**config.mk**
```make
export PLATFORM = sky130hd
export DESIGN_NAME = eth_tx_scheduler
export DESIGN_NICKNAME = d
export VERILOG_FILES = /design/src/rtl/eth_tx_pkg.sv /design/src/rtl/cycle_timer.sv /design/src/rtl/eth_tx_scheduler.sv
export SDC_FILE = /design/constraint.sdc
export NUM_CORES = 1
export LEC_CHECK = 0
export ABC_AREA = 1
export BUFFER_PORTS_ARGS = -buffer_cell sky130_fd_sc_hd__clkbuf_2
export CORE_AREA = 2 2 95 97
export DETAILED_ROUTE_END_ITERATION = 10
export DIE_AREA = 0 0 97 99
export GPL_ROUTABILITY_DRIVEN = 0
export HOLD_SLACK_MARGIN = 0.1
export SETUP_SLACK_MARGIN = 0.1
export SYNTH_ARGS = -nofsm -noshare
export SYNTH_HDL_FRONTEND = slang
export SYNTH_SLANG_ARGS = --single-unit
```
**constraint.sdc**
```tcl
create_clock -name clk -period 4.3 [get_ports clk]
set_input_delay 0.86 -clock clk [delete_from_list [all_inputs] [get_ports clk]]
set_output_delay 0.86 -clock clk [all_outputs]
set_load 0.05 [all_outputs]
```
**src/rtl/eth_tx_pkg.sv**
```systemverilog
// Shared state encoding, packet descriptor type and default sizing for the TX scheduler.
package eth_tx_pkg;

    localparam int ADDR_W = 24;
    localparam int LEN_W  = 11;
    localparam int IDX_W  = 8;

    localparam int DEF_FRAME_PIXELS   = 76800;
    localparam int DEF_PKT_PIXELS     = 1280;
    localparam int DEF_IFG_CYCLES     = 48;
    localparam int DEF_TIMEOUT_CYCLES = 8192;

    typedef enum logic [2:0] {
        IDLE,
        START,
        SEND,
        GAP,
        DONE
    } state_t;

    typedef struct packed {
        logic [ADDR_W-1:0] base;
        logic [LEN_W-1:0]  len;
        logic [IDX_W-1:0]  idx;
    } pkt_desc_t;

    function automatic int ceil_div(input int num, input int den);
        return (num + den - 1) / den;
    endfunction

endpackage

```
**src/rtl/cycle_timer.sv**
```systemverilog
// Loadable saturating down-counter; o_expired is high while the count sits at zero.
// Latency: load visible next cycle; no backpressure (decrement is a plain enable).
module cycle_timer #(
    parameter int W = 8
) (
    input  logic         clk,
    input  logic         rst_n,
    input  logic         i_load,
    input  logic [W-1:0] i_load_val,
    input  logic         i_dec,
    output logic         o_expired
);

    logic [W-1:0] r_cnt;

    always_ff @(posedge clk or negedge rst_n) begin
        if (!rst_n) begin
            r_cnt <= '0;
        end else if (i_load) begin
            r_cnt <= i_load_val;
        end else if (i_dec && (r_cnt != '0)) begin
            r_cnt <= r_cnt - W'(1);
        end
    end

    assign o_expired = (r_cnt == '0);

endmodule

```
**src/rtl/eth_tx_scheduler.sv**
```systemverilog
// Splits a BRAM-resident video frame into Ethernet packets, spacing them by an inter-frame gap.
// Latency: pkt_done -> next pkt_start is IFG_CYCLES+1 cycles; the packer throttles via pkt_done, frames via frame_ready.
module eth_tx_scheduler
    import eth_tx_pkg::*;
#(
    parameter int FRAME_PIXELS   = DEF_FRAME_PIXELS,
    parameter int PKT_PIXELS     = DEF_PKT_PIXELS,
    parameter int IFG_CYCLES     = DEF_IFG_CYCLES,
    parameter int TIMEOUT_CYCLES = DEF_TIMEOUT_CYCLES
) (
    input  logic              clk,
    input  logic              rst_n,
    input  logic              frame_valid,
    output logic              frame_ready,
    input  logic              abort,
    input  logic              pkt_done,
    output logic              pkt_start,
    output logic [ADDR_W-1:0] pkt_base_addr,
    output logic [LEN_W-1:0]  pkt_len,
    output logic [IDX_W-1:0]  pkt_idx,
    output logic              busy,
    output logic              frame_done,
    output logic              timeout_err
);

    localparam int NUM_PKTS = ceil_div(FRAME_PIXELS, PKT_PIXELS);
    localparam int LAST_IDX = NUM_PKTS - 1;
    localparam int REM_PIX  = FRAME_PIXELS % PKT_PIXELS;
    localparam int LAST_LEN = (REM_PIX != 0) ? REM_PIX : PKT_PIXELS;
    localparam int TMR_MAX  = (IFG_CYCLES > TIMEOUT_CYCLES) ? IFG_CYCLES : TIMEOUT_CYCLES;
    localparam int TMR_W    = $clog2(TMR_MAX + 1);

    localparam logic [LEN_W-1:0]  FULL_LEN_V  = LEN_W'(PKT_PIXELS);
    localparam logic [LEN_W-1:0]  LAST_LEN_V  = LEN_W'(LAST_LEN);
    localparam logic [IDX_W-1:0]  LAST_IDX_V  = IDX_W'(LAST_IDX);
    localparam logic [ADDR_W-1:0] PKT_STEP_V  = ADDR_W'(PKT_PIXELS);
    localparam logic [LEN_W-1:0]  FIRST_LEN_V = (LAST_IDX == 0) ? LAST_LEN_V : FULL_LEN_V;
    localparam logic [TMR_W-1:0]  GAP_LOAD_V  = (IFG_CYCLES > 0) ? TMR_W'(IFG_CYCLES - 1) : '0;
    localparam logic [TMR_W-1:0]  WDOG_LOAD_V = (TIMEOUT_CYCLES > 0) ? TMR_W'(TIMEOUT_CYCLES - 1) : '0;

    state_t     r_state;
    state_t     w_nxt_state;
    pkt_desc_t  r_desc;
    logic       r_timeout_err;

    logic             w_accept;
    logic             w_advance;
    logic             w_set_timeout;
    logic             w_tmr_load;
    logic [TMR_W-1:0] w_tmr_val;
    logic             w_tmr_dec;
    logic             w_tmr_exp;
    logic             w_last_pkt;
    logic             w_next_is_last;
    logic [IDX_W-1:0] w_idx_inc;

    assign w_idx_inc      = r_desc.idx + IDX_W'(1);
    assign w_last_pkt     = (r_desc.idx == LAST_IDX_V);
    assign w_next_is_last = (w_idx_inc == LAST_IDX_V);

    // One timer serves both the inter-packet gap and the SEND watchdog; the two never overlap.
    cycle_timer #(
        .W (TMR_W)
    ) u_timer (
        .clk        (clk),
        .rst_n      (rst_n),
        .i_load     (w_tmr_load),
        .i_load_val (w_tmr_val),
        .i_dec      (w_tmr_dec),
        .o_expired  (w_tmr_exp)
    );

    always_ff @(posedge clk or negedge rst_n) begin
        if (!rst_n) begin
            r_state <= IDLE;
        end else begin
            r_state <= w_nxt_state;
        end
    end

    always_comb begin
        w_nxt_state   = r_state;
        w_accept      = 1'b0;
        w_advance     = 1'b0;
        w_set_timeout = 1'b0;
        w_tmr_load    = 1'b0;
        w_tmr_val     = '0;
        w_tmr_dec     = 1'b0;

        if (abort) begin
            w_nxt_state = IDLE;
        end else begin
            case (r_state)
                IDLE: begin
                    if (frame_valid) begin
                        w_accept    = 1'b1;
                        w_nxt_state = START;
                    end
                end
                START: begin
                    w_tmr_load  = 1'b1;
                    w_tmr_val   = WDOG_LOAD_V;
                    w_nxt_state = SEND;
                end
                SEND: begin
                    // A completion landing on the watchdog's final cycle still counts as on time.
                    if (pkt_done) begin
                        if (w_last_pkt) begin
                            w_nxt_state = DONE;
                        end else begin
                            w_advance   = 1'b1;
                            w_tmr_load  = 1'b1;
                            w_tmr_val   = GAP_LOAD_V;
                            w_nxt_state = (IFG_CYCLES > 0) ? GAP : START;
                        end
                    end else if (w_tmr_exp) begin
                        w_set_timeout = 1'b1;
                        w_nxt_state   = IDLE;
                    end else begin
                        w_tmr_dec = 1'b1;
                    end
                end
                GAP: begin
                    if (w_tmr_exp) begin
                        w_nxt_state = START;
                    end else begin
                        w_tmr_dec = 1'b1;
                    end
                end
                DONE: begin
                    w_nxt_state = IDLE;
                end
                default: begin
                    w_nxt_state = IDLE;
                end
            endcase
        end
    end

    always_ff @(posedge clk or negedge rst_n) begin
        if (!rst_n) begin
            r_desc        <= '0;
            r_timeout_err <= 1'b0;
        end else begin
            if (w_accept) begin
                r_desc.base   <= '0;
                r_desc.idx    <= '0;
                r_desc.len    <= FIRST_LEN_V;
                r_timeout_err <= 1'b0;
            end else if (w_advance) begin
                r_desc.base <= r_desc.base + PKT_STEP_V;
                r_desc.idx  <= w_idx_inc;
                r_desc.len  <= w_next_is_last ? LAST_LEN_V : FULL_LEN_V;
            end
            if (w_set_timeout) begin
                r_timeout_err <= 1'b1;
            end
        end
    end

    assign frame_ready   = (r_state == IDLE);
    assign busy          = (r_state != IDLE);
    assign pkt_start     = (r_state == START);
    assign frame_done    = (r_state == DONE);
    assign pkt_base_addr = r_desc.base;
    assign pkt_len       = r_desc.len;
    assign pkt_idx       = r_desc.idx;
    assign timeout_err   = r_timeout_err;

endmodule

```
==> results.cfg, run 1 <==
[run_status]
status = completed

[clock_network]
clk_pin_slew_ns = 0.09
cts-root-buf = clkbuf_8
clkLatencyLatePin_ns = 0.30
numCtsBuffers = 5
cts_buffer_depth = 2
post_cts_hold_buffer_count = 0
cts_tree = yes
cts_sinks = 43
cts_resized = 0
cts_setup_buffers = 0
htreeDepth = 2

[sta]
maxSlewHeadroom_pct = 60.5
max_slew.worst_pin.slew_ns = 0.592
setup-tns-final_ns = 0
period_needed_ns = 2.23
fin_hold_ws_ns = 0.519
fmax_ghz = 0.449
rsz0062_at_grt = false
finalSetupViolations = 0
min_period_over_period_pct = 51.8
fin_skew_ns = 0.0145
setup_ws_ns = 2.07
drv_slew = 0
finalHoldViolations = 0

[floorplanning]
core_area_sq_um = 8550
die_h_um = 99
rows = 34
initial_core_util_pct = 34.4
ioPinCount = 53
die-area_sq_um = 9600
chipWidth_um = 97

[grt]
grt_pass1_vias = 2338
grt_first_pass_wirelength_um = 11100
grt_usage_pct = 14.0
antenna_found_initial = 0
grt_start_max_net_pins = 44
grt_overflow = 0

[hold_path]
min_path_type = register to register

[critical_path]
arrival_ns = 1.37
required_ns = 3.44
worstSetupPathType = register to output port
endpoint_kind = output port
crit_fanout = 5
worstSetupStartpointType = register

[run]
drv_cap = 0

[synthesis]
synthFlopType = dfrtp_1
synth-seq-cells = 43
synthArstFlopShare_pct = 100
ys_seq_area_share_pct = 36.6
synth_cell_types = 35
synth_edf_count = 0
syn_inst = 412
syn_area_sq_um = 2940
postSynthAreaPerCell_sq_um = 7.14
yosys_warnings = 0

[placed_design]
hpwl_um = 4740
place_ws_ns = 1.91
buffer_ports.inserted = 35

[route]
vias = 2606
routed_wl_um = 6570
firstDrtPassIters = 5
drtIter0Drc = 106
drc = 0
drtAntennaViolNets = 0
post_drt_wl_per_cell_um = 11.9
routed_via_density = 4.72

[power]
ir_worst_vdd_mv = 0.254
leakage_nw = 1.60
p_per_area_nw_per_um2 = 484

[cells_and_area]
fin_nets = 452
syn_to_final_growth_pct = 7.95
drive_above_1_share_pct = 15.5
fin_util_pct = 37.2
antennaDiodeCount = 0
nFillCells = 895
[report_power, final]
part | leakage [nW] | switching [mW] | internal, mW | total (mW)
sequential | 0.560 | 0.0871 | 0.482 | 0.569
clock | 0.0412 | 0.149 | 0.114 | 0.263
combinational | 0.994 | 0.517 | 0.188 | 0.706
[layout by cell type, fill, tap and decap left out, types with 7 or more instances in the layout]
cell / instances
clkbuf_2: 35
nand3_1: 32
conb_1: 17
inv_1: 52
nand4_1: 14
o21ai_1: 7
a21oi_1: 9
nor2_1: 47
o21ai_0: 18
nand2_1: 108
dfrtp_1: 43
[per-stage QoR]
| stage | instances | instance area [sq um] | total power, mW |
|---|---|---|---|
| 5_1_grt | 552 | 3180 | 1.66 |
| 3_5_place_dp | 544 | 3090 | 1.29 |
| 2_1_floorplan | 428 | 3000 | 1.18 |
| 3_3_place_gp | 544 | 3090 | 1.27 |
| 4_1_cts | 552 | 3180 | 1.55 |
| 6_report | 552 | 3180 | 1.54 |
[final timing paths]
check	end	startpoint	cells past startpoint	slack, ns
max	frame_ready	r_state[0]	4	2.07
min	pkt_len[8]	pkt_len[8]	1	0.52
max reg2reg	u_timer.r_cnt[4]	pkt_idx[1]	8	2.18
min reg2reg	pkt_len[8]	pkt_len[8]	1	0.52
max in group asynchronous	pkt_idx[6]	rst_n	2	3.25
min in group asynchronous	pkt_base_addr[20]	rst_n	2	0.63
[cell usage after synthesis, types with 2 or more instances]
cell        n  area [sq um]
nor3_1      5          25.0
inv_1      52           195
nand2_4     3          33.8
buf_6       5          56.3
nor2_4      4          45.0
nand4_1    14          87.6
o211ai_1    2          15.0
o31ai_1     4          30.0
nand2_2     5          31.3
dfrtp_1    43          1080
nand3_1    32           160
nor2_1     47           176
nand2_1   108           405
inv_2       5          18.8
o21ai_1     7          35.0
o21ai_0    18          90.1
ha_1        4          50.1
nand3b_1    2          15.0
nand3_2     3          30.0
xor2_1      3          26.3
xnor2_1     2          17.5
buf_4      23           173
a21oi_1     9          45.0
[final cells by class]
class	instances	area (sq um)	area share, %
repair buffers	36	183	5.75
clock buffers	6	72.6	2.28
inverters	57	214	6.73
well taps	108	135	4.25
clock inverters	2	12.5	0.394
multi-input cells	300	1480	46.7
flip-flops and latches	43	1080	33.9
[sequential cells by signal, indices dropped and copies added (netlist names)]
| signal | count |
|---|---|
| pkt_base_addr | 16 |
| u_timer.r_cnt | 14 |
| pkt_idx | 8 |
| r_state | 3 |
| pkt_len | 1 |
| timeout_err | 1 |
[worst max-delay path, cell delays in order (launching register included)]
cell and delay (ns):
dfrtp_1 0.44, inv_1 0.12, nand2_2 0.08, nor2_4 0.13, clkbuf_2 0.30
[logic make-up after synthesis]
logic type / share of synthesized area, %
AOI/OAI and AO/OA: 9.31
buffers and inverters: 15.1
DFF: 36.6
adders and majority gates: 1.70
other: 0.127
and+or+nand+nor: 35.8
xor gates and xnor gates: 1.49
[layer usage]
metal  up-vias  global-route usage, %  wire length (um)
met5         -                      0                 0
li1       1340                      -                 -
met4         0                   2.93                35
met2        68                   23.3              3150
met3         5                   2.98               390
met1      1193                   18.7              3000
Note: power is estimated with default switching activity, not from simulation.
==> inputs of run 2 (changes only) <==
clock period = 1.95 ns   (was 4.3 ns; I/O delays follow)
==> run 2 against run 1 <==
Critical path depth did not move. Utilization is 1.0 points higher. Largest cell class unchanged. Highest routed layer unchanged. Largest power group unchanged. Sequential power increased by 120%. Routed wire length is 1.0% higher.
==> results.cfg, run 2 (same netlist as run 1, synthesis figures left out) <==
[run_status]
status = completed

[sta]
maxSlewHeadroom_pct = 62.4
finalSetupViolations = 0
fmax_ghz = 0.570
period_needed_ns = 1.76
min_period_over_period_pct = 90.0
setup-tns-final_ns = 0
drv_slew = 0
fin_skew_ns = 0.00878
finalHoldViolations = 0
max_slew.worst_pin.slew_ns = 0.564
rsz0062_at_grt = true

[placed_design]
hpwl_um = 5070
place_area_sq_um = 3130
buffer_ports.inserted = 35

[floorplanning]
die-area_sq_um = 9600
chipWidth_um = 97
rows = 34
core_area_sq_um = 8550
ioPinCount = 53
die_h_um = 99
initial_core_util_pct = 34.4

[critical_path]
crit_fanout = 5
arrival_ns = 1.37
required_ns = 1.56
crit_path_start = r_state[0]
r2r_start = pkt_idx[0]
worstSetupPathType = register to output port
worstSetupStartpointType = register
endpoint_kind = output port

[cells_and_area]
nFillCells = 903
largest_reg_flops = 16
layout_commonest_cell = nand2_1
syn_to_final_growth_pct = 10.9
mostFrequentLayoutCells = nand2_1 (108), inv_1 (51), nor2_1 (47)
antennaDiodeCount = 0
fin_area_sq_um = 3260
drive_above_1_share_pct = 16.9
fin_nets = 458

[route]
routed_wl_um = 6640
drtAntennaViolNets = 0
drc = 0
post_drt_wl_per_cell_um = 11.9
drtIter0Drc = 143
firstDrtPassIters = 4
routed_via_density = 4.73
vias = 2639

[grt]
antenna_found_initial = 0
grt_overflow = 0
grt_first_pass_wirelength_um = 11600
grt_start_max_net_pins = 24
grt_usage_pct = 14.5
grt_pass1_vias = 2530

[clock_network]
clkLatencyLatePin_ns = 0.30
clk_pin_slew_ns = 0.09
cts_sinks = 43
htreeDepth = 2
cts_tree = yes
cts_setup_buffers = 0
cts-root-buf = clkbuf_8
numCtsBuffers = 5
cts_buffer_depth = 2

[run]
drv_cap = 0

[power]
leakage_nw = 1.64
p_per_area_nw_per_um2 = 1090
ir_worst_vdd_mv = 0.449
p_total_mw = 3.56

[hold_path]
min_path_type = input port to register
min_from = pkt_done
==> run 2: cell count changes in the layout (fill, tap and decap cells not counted) <==
cell,before,now
buf_4,1,6
nand2_8,0,1
bufinv_16,0,1
clkbuf_1,1,0
clkinv_4,0,1
inv_1,52,51
nand2_4,3,2
dlygate4sd3_1,0,1
==> run 2: worst max-delay path, cell delays in order (launching register included) <==
cell and delay [ns]:
dfrtp_1 0.43, inv_1 0.12, nand2_2 0.08, nor2_4 0.13, clkbuf_2 0.31
==> run 2: stage by stage <==
stage	cells	worst slack [ns]	util, %	hold WS (ns)
floorplan	428	0.151	-	0.0944
global placement	549	0.209	36.6	0.404
detailed placement	549	0.166	36.6	0.411
CTS	558	0.148	38.0	0.370
global route	558	0.0728	38.2	0.387
finish	558	0.194	38.2	0.384
==> run 2: layout make-up <==
cell class	instances	area [sq um]	area share [%]
Timing Repair Buffer	42	230	7.05
Tap cell	108	135	4.14
Clock buffer	5	68.8	2.11
Multi-Input combinational cell	300	1490	45.7
Sequential cell	43	1080	33.0
Inverter	57	218	6.67
Clock inverter	3	43.8	1.34
==> run 2: path summary, 6_finish.rpt <==
path / end / slack, ns / depth (start not counted)
setup / recovery: frame_ready / 0.19 / 4
hold / removal: r_state[2] / 0.38 / 3
setup reg to reg: pkt_idx[1] / 0.21 / 8
hold reg to reg: pkt_len[8] / 0.51 / 1
max in group asynchronous: pkt_idx[7] / 0.70 / 3
min in group asynchronous: pkt_len[8] / 0.60 / 2
==> run 2: where the power goes <==
part	switching, mW	internal (mW)	leakage, nW
sequential	0.186	1.06	0.560
combinational	1.15	0.452	1.02
clock	0.328	0.382	0.0581
total	1.66	1.90	1.64
==> run 2: timing repair <==
action | 4_1_cts | 5_1_grt
endpoints found under the setup margin | 0 | 8
hold buffers | 1 | 0
gates resized for setup | 0 | 2
hold endpoints to repair | 19 | 0
==> run 2: layer usage <==
layer / vias up / global-route usage, % / routed length, um
li1: 1344 / - / -
met1: 1232 / 18.1 / 2990
met2: 55 / 25.2 / 3330
met3: 8 / 3.26 / 250
met4: 0 / 4.23 / 65
met5: - / 0 / 0
